**src/rtl/axil_pkg.sv**
```systemverilog
// Shared AXI4-Lite types for the command master: response codes, FSM states
// and the strobe-width helper.
package axil_pkg;

    typedef enum logic [1:0] {
        OKAY   = 2'b00,
        EXOKAY = 2'b01,
        SLVERR = 2'b10,
        DECERR = 2'b11
    } resp_t;

    typedef enum logic [2:0] {
        ST_IDLE,
        ST_WR_REQ,
        ST_WR_RESP,
        ST_RD_REQ,
        ST_RD_DATA,
        ST_RSP
    } axil_mst_state_t;

    function automatic int strb_width(input int data_width);
        return data_width / 8;
    endfunction

endpackage

```
**src/rtl/axil_cmd_master_if.sv**
```systemverilog
// AXI4-Lite bus bundle between the command master and a register slave.
interface axil_cmd_master_if #(
    parameter int ADDR_WIDTH = 32,
    parameter int DATA_WIDTH = 32
);
    logic [ADDR_WIDTH-1:0]   AWADDR;
    logic                    AWVALID;
    logic                    AWREADY;
    logic [DATA_WIDTH-1:0]   WDATA;
    logic [DATA_WIDTH/8-1:0] WSTRB;
    logic                    WVALID;
    logic                    WREADY;
    logic [1:0]              BRESP;
    logic                    BVALID;
    logic                    BREADY;
    logic [ADDR_WIDTH-1:0]   ARADDR;
    logic                    ARVALID;
    logic                    ARREADY;
    logic [DATA_WIDTH-1:0]   RDATA;
    logic [1:0]              RRESP;
    logic                    RVALID;
    logic                    RREADY;

    modport master (
        output AWADDR, AWVALID, input AWREADY,
        output WDATA, WSTRB, WVALID, input WREADY,
        input BRESP, BVALID, output BREADY,
        output ARADDR, ARVALID, input ARREADY,
        input RDATA, RRESP, RVALID, output RREADY
    );

    modport slave (
        input AWADDR, AWVALID, output AWREADY,
        input WDATA, WSTRB, WVALID, output WREADY,
        output BRESP, BVALID, input BREADY,
        input ARADDR, ARVALID, output ARREADY,
        output RDATA, RRESP, RVALID, input RREADY
    );

endinterface

```
**src/rtl/axil_cmd_master.sv**
```systemverilog
// AXI4-Lite initiator turning single-beat register commands into bus transactions.
// Optional watchdog enabled by defining AXIL_MST_TIMEOUT_EN.
module axil_cmd_master
    import axil_pkg::*;
#(
    parameter int ADDR_WIDTH     = 32,
    parameter int DATA_WIDTH     = 32,
    parameter int TIMEOUT_CYCLES = 1024
) (
    input  logic                              ACLK,
    input  logic                              ARESETn,
    input  logic                              cmd_valid,
    output logic                              cmd_ready,
    input  logic                              cmd_write,
    input  logic [ADDR_WIDTH-1:0]             cmd_addr,
    input  logic [DATA_WIDTH-1:0]             cmd_wdata,
    input  logic [strb_width(DATA_WIDTH)-1:0] cmd_wstrb,
    output logic                              rsp_valid,
    input  logic                              rsp_ready,
    output logic [DATA_WIDTH-1:0]             rsp_rdata,
    output resp_t                             rsp_resp,
    output logic                              rsp_timeout,
    axil_cmd_master_if.master                 axi
);

    localparam int STRB_W = strb_width(DATA_WIDTH);

    if (DATA_WIDTH % 8 != 0) begin : g_bad_data_width
        $error("axil_cmd_master: DATA_WIDTH must be a multiple of 8");
    end
    if (TIMEOUT_CYCLES < 2) begin : g_bad_timeout
        $error("axil_cmd_master: TIMEOUT_CYCLES must be at least 2");
    end

    axil_mst_state_t       state_q;
    logic [ADDR_WIDTH-1:0] addr_q;
    logic [DATA_WIDTH-1:0] wdata_q;
    logic [STRB_W-1:0]     wstrb_q;
    logic                  awvalid_q, wvalid_q, bready_q, arvalid_q, rready_q;
    logic                  aw_done_q, w_done_q, aw_done_d, w_done_d;
    logic                  cmd_ready_q, rsp_valid_q;
    logic [DATA_WIDTH-1:0] rsp_rdata_q;
    resp_t                 rsp_resp_q;

    // AW and W complete independently; the _d view includes this cycle's handshake.
    always_comb begin
        aw_done_d = aw_done_q | (awvalid_q & axi.AWREADY);
        w_done_d  = w_done_q  | (wvalid_q  & axi.WREADY);
    end

`ifdef AXIL_MST_TIMEOUT_EN
    localparam int CNT_W = (TIMEOUT_CYCLES > 2) ? $clog2(TIMEOUT_CYCLES) : 1;
    logic [CNT_W-1:0] tmo_cnt_q;
    logic             rsp_timeout_q;
    logic             busy, timeout_hit;

    assign busy        = (state_q == ST_WR_REQ) || (state_q == ST_WR_RESP) ||
                         (state_q == ST_RD_REQ) || (state_q == ST_RD_DATA);
    assign timeout_hit = (tmo_cnt_q == CNT_W'(TIMEOUT_CYCLES - 1));
    assign rsp_timeout = rsp_timeout_q;
`else
    assign rsp_timeout = 1'b0;
`endif

    always_ff @(posedge ACLK or negedge ARESETn) begin
        if (!ARESETn) begin
            state_q     <= ST_IDLE;
            addr_q      <= '0;
            wdata_q     <= '0;
            wstrb_q     <= '0;
            awvalid_q   <= 1'b0;
            wvalid_q    <= 1'b0;
            bready_q    <= 1'b0;
            arvalid_q   <= 1'b0;
            rready_q    <= 1'b0;
            aw_done_q   <= 1'b0;
            w_done_q    <= 1'b0;
            cmd_ready_q <= 1'b0;
            rsp_valid_q <= 1'b0;
            rsp_rdata_q <= '0;
            rsp_resp_q  <= OKAY;
`ifdef AXIL_MST_TIMEOUT_EN
            tmo_cnt_q     <= '0;
            rsp_timeout_q <= 1'b0;
`endif
        end else begin
`ifdef AXIL_MST_TIMEOUT_EN
            // Watchdog abandons the bus transaction and reports DECERR to the requester.
            if (busy && timeout_hit) begin
                awvalid_q     <= 1'b0;
                wvalid_q      <= 1'b0;
                arvalid_q     <= 1'b0;
                bready_q      <= 1'b0;
                rready_q      <= 1'b0;
                rsp_rdata_q   <= '0;
                rsp_resp_q    <= DECERR;
                rsp_timeout_q <= 1'b1;
                rsp_valid_q   <= 1'b1;
                tmo_cnt_q     <= '0;
                state_q       <= ST_RSP;
            end else begin
                tmo_cnt_q <= busy ? tmo_cnt_q + CNT_W'(1) : '0;
`else
            begin
`endif
                case (state_q)
                    ST_IDLE: begin
                        cmd_ready_q <= 1'b1;
                        if (cmd_valid && cmd_ready_q) begin
                            cmd_ready_q <= 1'b0;
                            addr_q      <= cmd_addr;
                            wdata_q     <= cmd_wdata;
                            wstrb_q     <= cmd_wstrb;
                            aw_done_q   <= 1'b0;
                            w_done_q    <= 1'b0;
`ifdef AXIL_MST_TIMEOUT_EN
                            rsp_timeout_q <= 1'b0;
`endif
                            if (cmd_write) begin
                                awvalid_q <= 1'b1;
                                wvalid_q  <= 1'b1;
                                state_q   <= ST_WR_REQ;
                            end else begin
                                arvalid_q <= 1'b1;
                                state_q   <= ST_RD_REQ;
                            end
                        end
                    end
                    ST_WR_REQ: begin
                        aw_done_q <= aw_done_d;
                        w_done_q  <= w_done_d;
                        if (awvalid_q && axi.AWREADY) awvalid_q <= 1'b0;
                        if (wvalid_q && axi.WREADY)   wvalid_q  <= 1'b0;
                        if (aw_done_d && w_done_d) begin
                            bready_q <= 1'b1;
                            state_q  <= ST_WR_RESP;
`ifdef AXIL_MST_TIMEOUT_EN
                            tmo_cnt_q <= '0;
`endif
                        end
                    end
                    ST_WR_RESP: begin
                        if (axi.BVALID && bready_q) begin
                            bready_q    <= 1'b0;
                            rsp_rdata_q <= '0;
                            rsp_resp_q  <= resp_t'(axi.BRESP);
                            rsp_valid_q <= 1'b1;
                            state_q     <= ST_RSP;
                        end
                    end
                    ST_RD_REQ: begin
                        if (arvalid_q && axi.ARREADY) begin
                            arvalid_q <= 1'b0;
                            rready_q  <= 1'b1;
                            state_q   <= ST_RD_DATA;
`ifdef AXIL_MST_TIMEOUT_EN
                            tmo_cnt_q <= '0;
`endif
                        end
                    end
                    ST_RD_DATA: begin
                        if (axi.RVALID && rready_q) begin
                            rready_q    <= 1'b0;
                            rsp_rdata_q <= axi.RDATA;
                            rsp_resp_q  <= resp_t'(axi.RRESP);
                            rsp_valid_q <= 1'b1;
                            state_q     <= ST_RSP;
                        end
                    end
                    ST_RSP: begin
                        if (rsp_ready) begin
                            rsp_valid_q <= 1'b0;
                            cmd_ready_q <= 1'b1;
                            state_q     <= ST_IDLE;
                        end
                    end
                    default: state_q <= ST_IDLE;
                endcase
            end
        end
    end

    assign cmd_ready   = cmd_ready_q;
    assign rsp_valid   = rsp_valid_q;
    assign rsp_rdata   = rsp_rdata_q;
    assign rsp_resp    = rsp_resp_q;
    assign axi.AWADDR  = addr_q;
    assign axi.AWVALID = awvalid_q;
    assign axi.WDATA   = wdata_q;
    assign axi.WSTRB   = wstrb_q;
    assign axi.WVALID  = wvalid_q;
    assign axi.BREADY  = bready_q;
    assign axi.ARADDR  = addr_q;
    assign axi.ARVALID = arvalid_q;
    assign axi.RREADY  = rready_q;

endmodule

```
**src/flat_wrapper.sv**
```systemverilog
// flat-port wrapper written by rule: the top's interface ports become plain ports
module axil_cmd_master_flat import axil_pkg::*;
#(
    parameter int ADDR_WIDTH     = 32,
    parameter int DATA_WIDTH     = 32,
    parameter int TIMEOUT_CYCLES = 1024
)
  (ACLK, ARESETn, cmd_valid, cmd_ready, cmd_write, cmd_addr, cmd_wdata, cmd_wstrb, rsp_valid, rsp_ready, rsp_rdata, rsp_resp, rsp_timeout, axi_AWADDR, axi_AWVALID, axi_AWREADY, axi_WDATA, axi_WSTRB, axi_WVALID, axi_WREADY, axi_BRESP, axi_BVALID, axi_BREADY, axi_ARADDR, axi_ARVALID, axi_ARREADY, axi_RDATA, axi_RRESP, axi_RVALID, axi_RREADY);
  axil_cmd_master_if #(.ADDR_WIDTH(ADDR_WIDTH), .DATA_WIDTH(DATA_WIDTH)) axi_i ();
  input  logic ACLK;
  input  logic ARESETn;
  input  logic cmd_valid;
  output logic cmd_ready;
  input  logic cmd_write;
  input  logic [ADDR_WIDTH-1:0] cmd_addr;
  input  logic [DATA_WIDTH-1:0] cmd_wdata;
  input  logic [strb_width(DATA_WIDTH)-1:0] cmd_wstrb;
  output logic rsp_valid;
  input  logic rsp_ready;
  output logic [DATA_WIDTH-1:0] rsp_rdata;
  output resp_t rsp_resp;
  output logic rsp_timeout;
  output wire logic [$bits(axi_i.AWADDR)-1:0] axi_AWADDR;
  output wire logic [$bits(axi_i.AWVALID)-1:0] axi_AWVALID;
  input wire logic [$bits(axi_i.AWREADY)-1:0] axi_AWREADY;
  output wire logic [$bits(axi_i.WDATA)-1:0] axi_WDATA;
  output wire logic [$bits(axi_i.WSTRB)-1:0] axi_WSTRB;
  output wire logic [$bits(axi_i.WVALID)-1:0] axi_WVALID;
  input wire logic [$bits(axi_i.WREADY)-1:0] axi_WREADY;
  input wire logic [$bits(axi_i.BRESP)-1:0] axi_BRESP;
  input wire logic [$bits(axi_i.BVALID)-1:0] axi_BVALID;
  output wire logic [$bits(axi_i.BREADY)-1:0] axi_BREADY;
  output wire logic [$bits(axi_i.ARADDR)-1:0] axi_ARADDR;
  output wire logic [$bits(axi_i.ARVALID)-1:0] axi_ARVALID;
  input wire logic [$bits(axi_i.ARREADY)-1:0] axi_ARREADY;
  input wire logic [$bits(axi_i.RDATA)-1:0] axi_RDATA;
  input wire logic [$bits(axi_i.RRESP)-1:0] axi_RRESP;
  input wire logic [$bits(axi_i.RVALID)-1:0] axi_RVALID;
  output wire logic [$bits(axi_i.RREADY)-1:0] axi_RREADY;
  assign axi_AWADDR = axi_i.AWADDR;
  assign axi_AWVALID = axi_i.AWVALID;
  assign axi_i.AWREADY = axi_AWREADY;
  assign axi_WDATA = axi_i.WDATA;
  assign axi_WSTRB = axi_i.WSTRB;
  assign axi_WVALID = axi_i.WVALID;
  assign axi_i.WREADY = axi_WREADY;
  assign axi_i.BRESP = axi_BRESP;
  assign axi_i.BVALID = axi_BVALID;
  assign axi_BREADY = axi_i.BREADY;
  assign axi_ARADDR = axi_i.ARADDR;
  assign axi_ARVALID = axi_i.ARVALID;
  assign axi_i.ARREADY = axi_ARREADY;
  assign axi_i.RDATA = axi_RDATA;
  assign axi_i.RRESP = axi_RRESP;
  assign axi_i.RVALID = axi_RVALID;
  assign axi_RREADY = axi_i.RREADY;
  axil_cmd_master #(.ADDR_WIDTH(ADDR_WIDTH), .DATA_WIDTH(DATA_WIDTH), .TIMEOUT_CYCLES(TIMEOUT_CYCLES)) u_core (.ACLK(ACLK), .ARESETn(ARESETn), .cmd_valid(cmd_valid), .cmd_ready(cmd_ready), .cmd_write(cmd_write), .cmd_addr(cmd_addr), .cmd_wdata(cmd_wdata), .cmd_wstrb(cmd_wstrb), .rsp_valid(rsp_valid), .rsp_ready(rsp_ready), .rsp_rdata(rsp_rdata), .rsp_resp(rsp_resp), .rsp_timeout(rsp_timeout), .axi(axi_i));
endmodule
```
**config.mk**
```make
export PLATFORM = sky130hd
export DESIGN_NAME = axil_cmd_master_flat
export DESIGN_NICKNAME = d
export VERILOG_FILES = /design/src/rtl/axil_pkg.sv /design/src/rtl/axil_cmd_master_if.sv /design/src/rtl/axil_cmd_master.sv /design/src/flat_wrapper.sv
export SDC_FILE = /design/constraint.sdc
export NUM_CORES = 1
export LEC_CHECK = 0
export CAP_MARGIN = 30
export CORE_MARGIN = 3
export CORE_UTILIZATION = 35
export CTS_CLUSTER_SIZE = 10
export DETAILED_ROUTE_END_ITERATION = 10
export HOLD_SLACK_MARGIN = 0.02
export PLACE_DENSITY = 0.8
export RECOVER_POWER = 100
export SYNTH_ARGS = -nofsm -noshare
export SYNTH_HDL_FRONTEND = slang
export SYNTH_SLANG_ARGS = --single-unit
```
**constraint.sdc**
```tcl
create_clock -name ACLK -period 1.65 [get_ports ACLK]
set_input_delay 0.495 -clock ACLK [delete_from_list [all_inputs] [get_ports ACLK]]
set_output_delay 0.495 -clock ACLK [all_outputs]
set_load 0.1 [all_outputs]
```
==> flow_summary.json, run 1 <==
{
  "status": "finished with violations",
  "violations": "negative setup slack",
  "synth_ff_type": "dfrtp_1",
  "setup_slack_ns": -0.0255,
  "grt_first_pass_wirelength_um": 24300,
  "ys_top_cells_by_count": "dfrtp_1, mux2_2, buf_4",
  "synth_cell_types": 29,
  "ys_seq_elements": 114,
  "worstPathRequired_ns": 1.94,
  "cpPeakStageDelay_ns": 0.44,
  "fin_setup_tns_ns": -0.258,
  "worst_clock_skew_ns": 0.00752,
  "crit_path_end_kind": "flop",
  "cp_max_fo": 8,
  "crit_top_cell": "buf_12",
  "path_cells": "nor4_4 -> buf_6 -> buf_12 -> buf_12 -> mux2_2",
  "cts_tree": "yes",
  "synth_top_area_share_pct": 61.4,
  "slew_headroom_pct": 65.9,
  "cp_slowest_cell": "dfrtp_2",
  "clk_pin_slew_ns": 0.05,
  "synthCells": 326,
  "fin_util_pct": 77.2,
  "seq_area_frac_synth_pct": 61.4,
  "numCtsBuffers": 17,
  "synth_nets": 440,
  "yosys_warnings": 0,
  "synth.most_common_cell": "dfrtp_1",
  "maxCapViolCount": 0,
  "min_period_ns": 1.68,
  "antenna_found_initial": 0,
  "drt-initial-drc-count": 240,
  "stdcell_area_um2": 9890,
  "htree_levels": 4,
  "dieWidth_um": 121,
  "clock_path_buffers": 2,
  "clock.fmax_mhz": 597,
  "grt.overflow.total": 0,
  "final_hold_viol_count": 0,
  "grt_pass1_vias": 4171,
  "cp.arrival_ns": 1.97,
  "cts.sinks": 114,
  "die_area_um2": 14700,
  "async_reset_ff_share_pct": 100,
  "row_count": 41,
  "finalSetupViolCount": 24,
  "hp-class": "reg -> reg",
  "clk_latency_ns": 0.41,
  "finalCritPeriodShare_pct": 102,
  "dpl.hpwl_um": 11900,
  "grt_max_degree": 55,
  "drive_gt1_share_pct": 55.4,
  "syn_area_um2": 4650,
  "multi_input_area_um2": 1760,
  "vias": 3739,
  "drc": 0,
  "cts-root-buf": "clkbuf_16",
  "ant_nets": 0,
  "via_per_inst": 4.85,
  "yosysTopAreaCell": "dfrtp_1",
  "hold_slack_ns": 0.510,
  "dpl_cell_area_um2": 8960,
  "diodes": 0,
  "drt_wl_total_um": 17000,
  "core_um2": 12800,
  "synthTopCellsByArea": "dfrtp_1, mux2_2, a22o_1, buf_4, buf_2",
  "wire_per_inst_um": 22.0,
  "worstMarginPinSlew_ns": 0.512,
  "grt_usage_pct": 22.1,
  "drv_slew": 0,
  "io_buffers": 254,
  "first_pass_iters": 4,
  "syn-mean-instance-area_um2": 14.3,
  "crit_type": "reg -> reg",
  "initial_core_util_pct": 36.2,
  "area_growth_pct": 113,
  "fp.dieH_um": 121,
  "io_pins": 256,
  "n_fill_cell": 700,
  "gp_congestion": 0.874,
  "crit_path_start_kind": "flop",
  "seq_area_um2": 2910,
  "rsz0062_at_grt": "yes",
  "synth_edf_count": 0,
  "nets": 700
}
-- flip-flops by register name, indices dropped and copies added (netlist names), 2 cells and up --
signal	cells
u_core.axi.WSTRB	4
u_core.axi.ARADDR	32
u_core.state_q	3
u_core.rsp_rdata	32
u_core.axi.WDATA	32
u_core.rsp_resp	2
-- area by class of cell --
cell class                      count  area share, %
Timing Repair Buffer              293           44.9
Sequential cell                   114           29.4
Multi-Input combinational cell    157           17.8
Clock buffer                       26           5.05
Tap cell                          172           2.18
Clock inverter                      6          0.556
Inverter                            3          0.114
-- worst max-delay path, delay by kind of cell, from the launching register on --
family,cells,cell delay (ns)
simple gates,1,0.30
buf+inv,3,0.48
flops,1,0.44
mux,1,0.33
-- per-layer routing --
metal	share of wire [%]	track usage [%]
met1	35	23.8
met3	8.6	8.58
met2	54	40.0
met4	1.7	6.44
met5	0	0
-- through the flow --
step,std cells,setup slack (ns)
6_report,771,-0.0255
5_1_grt,771,-0.0732
4_1_cts,767,-0.0406
3_5_place_dp,732,-0.528
3_3_place_gp,732,-0.440
2_1_floorplan,326,-0.0480
-- timing repair --
action	in CTS	in global routing
buffers inserted	2	1
setup endpoints to repair	101	92
pin swaps	3	2
endpoints found under the hold margin	16	0
cloned	1	3
resized for setup	15	59
hold buffers	1	0
-- cell usage in the layout (no fill, tap or decap), types with 2 or more instances in the layout --
cell type / netlist / layout
mux2_2: 68 / 5
a22o_1: 35 / 35
mux2_4: 0 / 65
clkbuf_16: 0 / 19
nand3_1: 3 / 3
buf_6: 0 / 6
a21oi_1: 9 / 9
clkdlybuf4s50_1: 0 / 110
dfrtp_1: 114 / 73
nor4_4: 0 / 2
nor2_1: 7 / 7
a31oi_1: 5 / 4
inv_1: 2 / 2
buf_16: 0 / 2
nand2_1: 8 / 4
a41oi_1: 2 / 2
buf_4: 39 / 18
nand2_2: 0 / 3
clkbuf_8: 0 / 4
dlygate4sd3_1: 0 / 2
clkinv_2: 0 / 5
dfrtp_4: 0 / 3
buf_8: 0 / 4
mux2i_1: 3 / 3
buf_12: 0 / 147
clkbuf_1: 0 / 5
dfrtp_2: 0 / 38
-- worst paths after layout --
kind / start / endpoint / slack [ns] / cells past startpoint
worst max-delay path: u_core.state_q[0]$_DFFE_PN0P_ / u_core.axi.ARADDR[7]$_DFFE_PN0P_ / -0.03 / 5
worst min-delay path: u_core.w_done_q$_DFFE_PN0P_ / u_core.w_done_q$_DFFE_PN0P_ / 0.51 / 2
worst min register to register: u_core.w_done_q$_DFFE_PN0P_ / u_core.w_done_q$_DFFE_PN0P_ / 0.51 / 2
max in group asynchronous: ARESETn / u_core.axi.ARADDR[10]$_DFFE_PN0P_ / 0.19 / 3
min in group asynchronous: ARESETn / u_core.axi.WSTRB[1]$_DFFE_PN0P_ / 0.57 / 2
worst max register to register: u_core.state_q[0]$_DFFE_PN0P_ / u_core.axi.ARADDR[7]$_DFFE_PN0P_ / -0.03 / 5
-- logic make-up after synthesis --
family / after synthesis / synth area share, %
AND/OR/NAND/NOR: 26 / 3.07
XOR/XNOR: 1 / 0.188
AO/OA/AOI/OAI: 56 / 9.77
buffers and inverters: 55 / 7.91
other: 1 / 0.0807
flip-flops: 114 / 61.4
multiplexers: 73 / 17.6
Power of run 1 is left out: the tool's default activity adds up to more than one toggle a clock period on the data nets, which glitch-free logic cannot reach.
==> run 2, diff against run 1 <==
--- a/config.mk
+++ b/config.mk
@@ -5,7 +5,7 @@
 export SDC_FILE = /design/constraint.sdc
 export NUM_CORES = 1
 export LEC_CHECK = 0
-export CAP_MARGIN = 30
+export CAP_MARGIN = 20
 export CORE_MARGIN = 3
 export CORE_UTILIZATION = 35
 export CTS_CLUSTER_SIZE = 10
==> results of run 2 <==
No change in the layout: final DEF, timing and power equal those of run 1.
Power of run 2 is left out for the same reason.
==> run 3, diff against run 2 <==
--- a/config.mk
+++ b/config.mk
@@ -5,13 +5,14 @@
 export SDC_FILE = /design/constraint.sdc
 export NUM_CORES = 1
 export LEC_CHECK = 0
+export ABC_AREA = 1
 export CAP_MARGIN = 20
 export CORE_MARGIN = 3
-export CORE_UTILIZATION = 35
+export CORE_UTILIZATION = 36
 export CTS_CLUSTER_SIZE = 10
 export DETAILED_ROUTE_END_ITERATION = 10
 export HOLD_SLACK_MARGIN = 0.02
-export PLACE_DENSITY = 0.8
+export PLACE_DENSITY = 0.81
 export RECOVER_POWER = 100
 export SYNTH_ARGS = -nofsm -noshare
 export SYNTH_HDL_FRONTEND = slang
==> constraint.sdc (replaced) <==
create_clock -name ACLK -period 1.51 [get_ports ACLK]
set_input_delay 0.453 -clock ACLK [delete_from_list [all_inputs] [get_ports ACLK]]
set_output_delay 0.453 -clock ACLK [all_outputs]
set_load 0.1 [all_outputs]
==> run 3 against run 2 <==
  * The flow still finishes with violations (negative setup slack)
  * Critical path depth is 4 lower
  * Register-to-register slack better by 0.08 ns
  * Via count increased by 27%
  * Utilization down 4.8 points
  * Global-route usage is 0.50 points higher
  * Largest cell class unchanged
  * Sequential cell count did not move
  * Non-clock buffer count stayed put
  * Final cell count rose by 31%
  * Worst setup slack better by 0.016 ns
  * Clock skew up 0.0025 ns
  * Sequential share of layout area grew 1.9 points
==> flow_summary.json, run 3 <==
{
  "synth_cell_types": 21,
  "drv_slew": 0,
  "crit_buf_inv": 1,
  "clock.fmax_mhz": 658,
  "final_cell_mix": "nand2_1, clkdlybuf4s50_1, buf_12, dfrtp_1, dfrtp_2",
  "cp_slowest_cell": "dfrtp_4",
  "p_leak_nw": 4.64,
  "hold_buffers": 0,
  "violations": "negative setup slack",
  "synth_edf_count": 0,
  "crit_type": "reg -> out",
  "placed_cells": 958,
  "powerDensity_nw_per_um2": 799,
  "clk_latency_ns": 0.41,
  "final_cells": 1009,
  "drc": 0,
  "dpl.hpwl_um": 12600,
  "synth_nets": 681,
  "maxCapViolCount": 0,
  "cts-root-buf": "clkbuf_16",
  "hp-class": "in -> async",
  "grt_pass1_vias": 4701,
  "crit_path_end_kind": "output port",
  "async_reset_ff_share_pct": 100,
  "synthTopCellsByArea": "dfrtp_1, nand2_1, buf_4, buf_6, buf_2",
  "min_period_ns": 1.52,
  "syn-mean-instance-area_um2": 8.50,
  "final_common_cell": "nand2_1",
  "cts_tree": "yes",
  "io_buffers": 254,
  "finalCritPeriodShare_pct": 101,
  "crit_family": "flip-flops",
  "peakVddDrop_mv": 0.534,
  "syn_area_um2": 4820,
  "fp.dieH_um": 122,
  "synth_ff_type": "dfrtp_1",
  "worst_clock_skew_ns": 0.0100,
  "grt.overflow.total": 0,
  "ys_top_cells_by_count": "nand2_1, dfrtp_1, buf_4",
  "multi_input_area_um2": 1530,
  "setup_slack_ns": -0.00912,
  "vias": 4742,
  "pwr-share-clk_pct": 53.7,
  "sw_frac_of_total_pct": 19.9,
  "crit_path_start_kind": "flop",
  "row_count": 41,
  "core_um2": 12800,
  "status": "finished with violations",
  "seq_power_share_pct": 41.3,
  "path_cells": "buf_12",
  "die_area_um2": 14800,
  "grt_first_pass_wirelength_um": 25400,
  "n_fill_cell": 848,
  "initial_core_util_pct": 37.6,
  "area_growth_pct": 92.7,
  "combPwrFrac_pct": 5.1,
  "wire_per_inst_um": 17.6,
  "first_pass_iters": 7,
  "grt_usage_pct": 22.6,
  "synthCells": 567,
  "drive_gt1_share_pct": 32.7,
  "yosys_warnings": 0,
  "antenna_found_initial": 1,
  "p_total_mw": 7.41,
  "synth.most_common_cell": "nand2_1",
  "ant_nets": 0,
  "seq_area_frac_synth_pct": 59.2,
  "final_hold_viol_count": 0,
  "clock_path_buffers": 2,
  "cp_max_fo": 2,
  "p_int_mw": 5.94,
  "slew_headroom_pct": 22.2,
  "nets": 937,
  "via_per_inst": 4.70,
  "grt_max_degree": 63,
  "p_sw_mw": 1.48,
  "htree_levels": 4,
  "worstPathRequired_ns": 1.06,
  "cpPeakStageDelay_ns": 0.48,
  "clk_pin_slew_ns": 0.05,
  "cts.sinks": 114,
  "yosysTopAreaCell": "dfrtp_1",
  "rsz0062_at_grt": "yes",
  "ys_seq_elements": 114,
  "worstMarginPinSlew_ns": 1.17,
  "dieWidth_um": 122,
  "gp_congestion": 0.879,
  "cp.arrival_ns": 1.07,
  "finalSetupViolCount": 1,
  "numCtsBuffers": 17,
  "drt_wl_total_um": 17700,
  "seq_area_um2": 2910,
  "drt-initial-drc-count": 290,
  "synth_top_area_share_pct": 59.2,
  "io_pins": 256
}
run 3: logic make-up (layout without fill, tap and decap cells):
kind of cell    Yosys count  after routing  share of synthesized area [%]
simple gates            369            369                           29.8
flops                   114            114                           59.2
buf+inv                  72            341                           9.61
compound gates           11             11                           1.32
other cells               1              2                         0.0778
run 3: area by class of cell:
| cell class | instances | share of cell area, % |
|---|---|---|
| clock buffers | 21 | 4.85 |
| well taps | 172 | 2.32 |
| clock inverters | 11 | 1.50 |
| flip-flops and latches | 114 | 31.3 |
| diodes | 1 | 0.0270 |
| inverters | 16 | 0.701 |
| multi-input cells | 381 | 16.5 |
| repair buffers | 293 | 42.8 |
run 3: power groups by stage:
stage / clock network, mW / logic [mW] / registers [mW]
finish: 3.98 / 0.378 / 3.06
global route: 4.20 / 0.407 / 3.06
CTS: 4.03 / 0.391 / 3.06
detailed placement: 0 / 0.388 / 3.11
global placement: 0 / 0.383 / 3.11
floorplan: 0 / 0.0187 / 3.11
run 3: worst paths after layout:
path	from	endpoint	slack, ns	cells after the start
setup reg to reg	u_core.state_q[0]$_DFFE_PN0P_	u_core.rsp_rdata[9]$_DFFE_PN0P_	0.05	10
hold reg to reg	u_core.axi.WDATA[27]$_DFFE_PN0P_	u_core.axi.WDATA[27]$_DFFE_PN0P_	0.49	2
min in group ACLK	u_core.axi.WDATA[27]$_DFFE_PN0P_	u_core.axi.WDATA[27]$_DFFE_PN0P_	0.49	2
setup / recovery	u_core.cmd_ready$_DFFE_PN0P_	cmd_ready	-0.009	1
max in group asynchronous	ARESETn	u_core.cmd_ready$_DFFE_PN0P_	0.27	2
hold / removal	ARESETn	u_core.axi.ARADDR[4]$_DFFE_PN0P_	0.26	2
run 3: per-stage QoR:
stage | worst slack (ns) | hold slack (ns) | TNS, ns | instance area (µm²) | utilization, %
finish | -0.00912 | 0.259 | -0.00912 | 9280 | 72.4
global route | -0.0506 | 0.313 | -2.24 | 9280 | 72.4
CTS | -0.0336 | 0.0454 | -0.166 | 9490 | 74.0
detailed placement | -0.289 | 0.482 | -27.34 | 8870 | 69.1
global placement | -0.233 | 0.477 | -22.60 | 8870 | 69.1
floorplan | 0.0107 | 0.157 | 0 | 4870 | -
run 3: repair_timing:
action	in CTS	in global routing
gates cloned	0	6
resized for setup	1	18
hold endpoints to repair	0	0
setup buffers	5	7
pin swaps	0	5
setup endpoints to repair	37	148
run 3: metal layers:
layer / wire length (µm) / track usage, %
met2: 9230 / 39.5
met4: 573 / 9.24
met5: 0 / 0
met1: 6520 / 25.0
met3: 1400 / 7.99
Power figures use the tool's default switching activity.
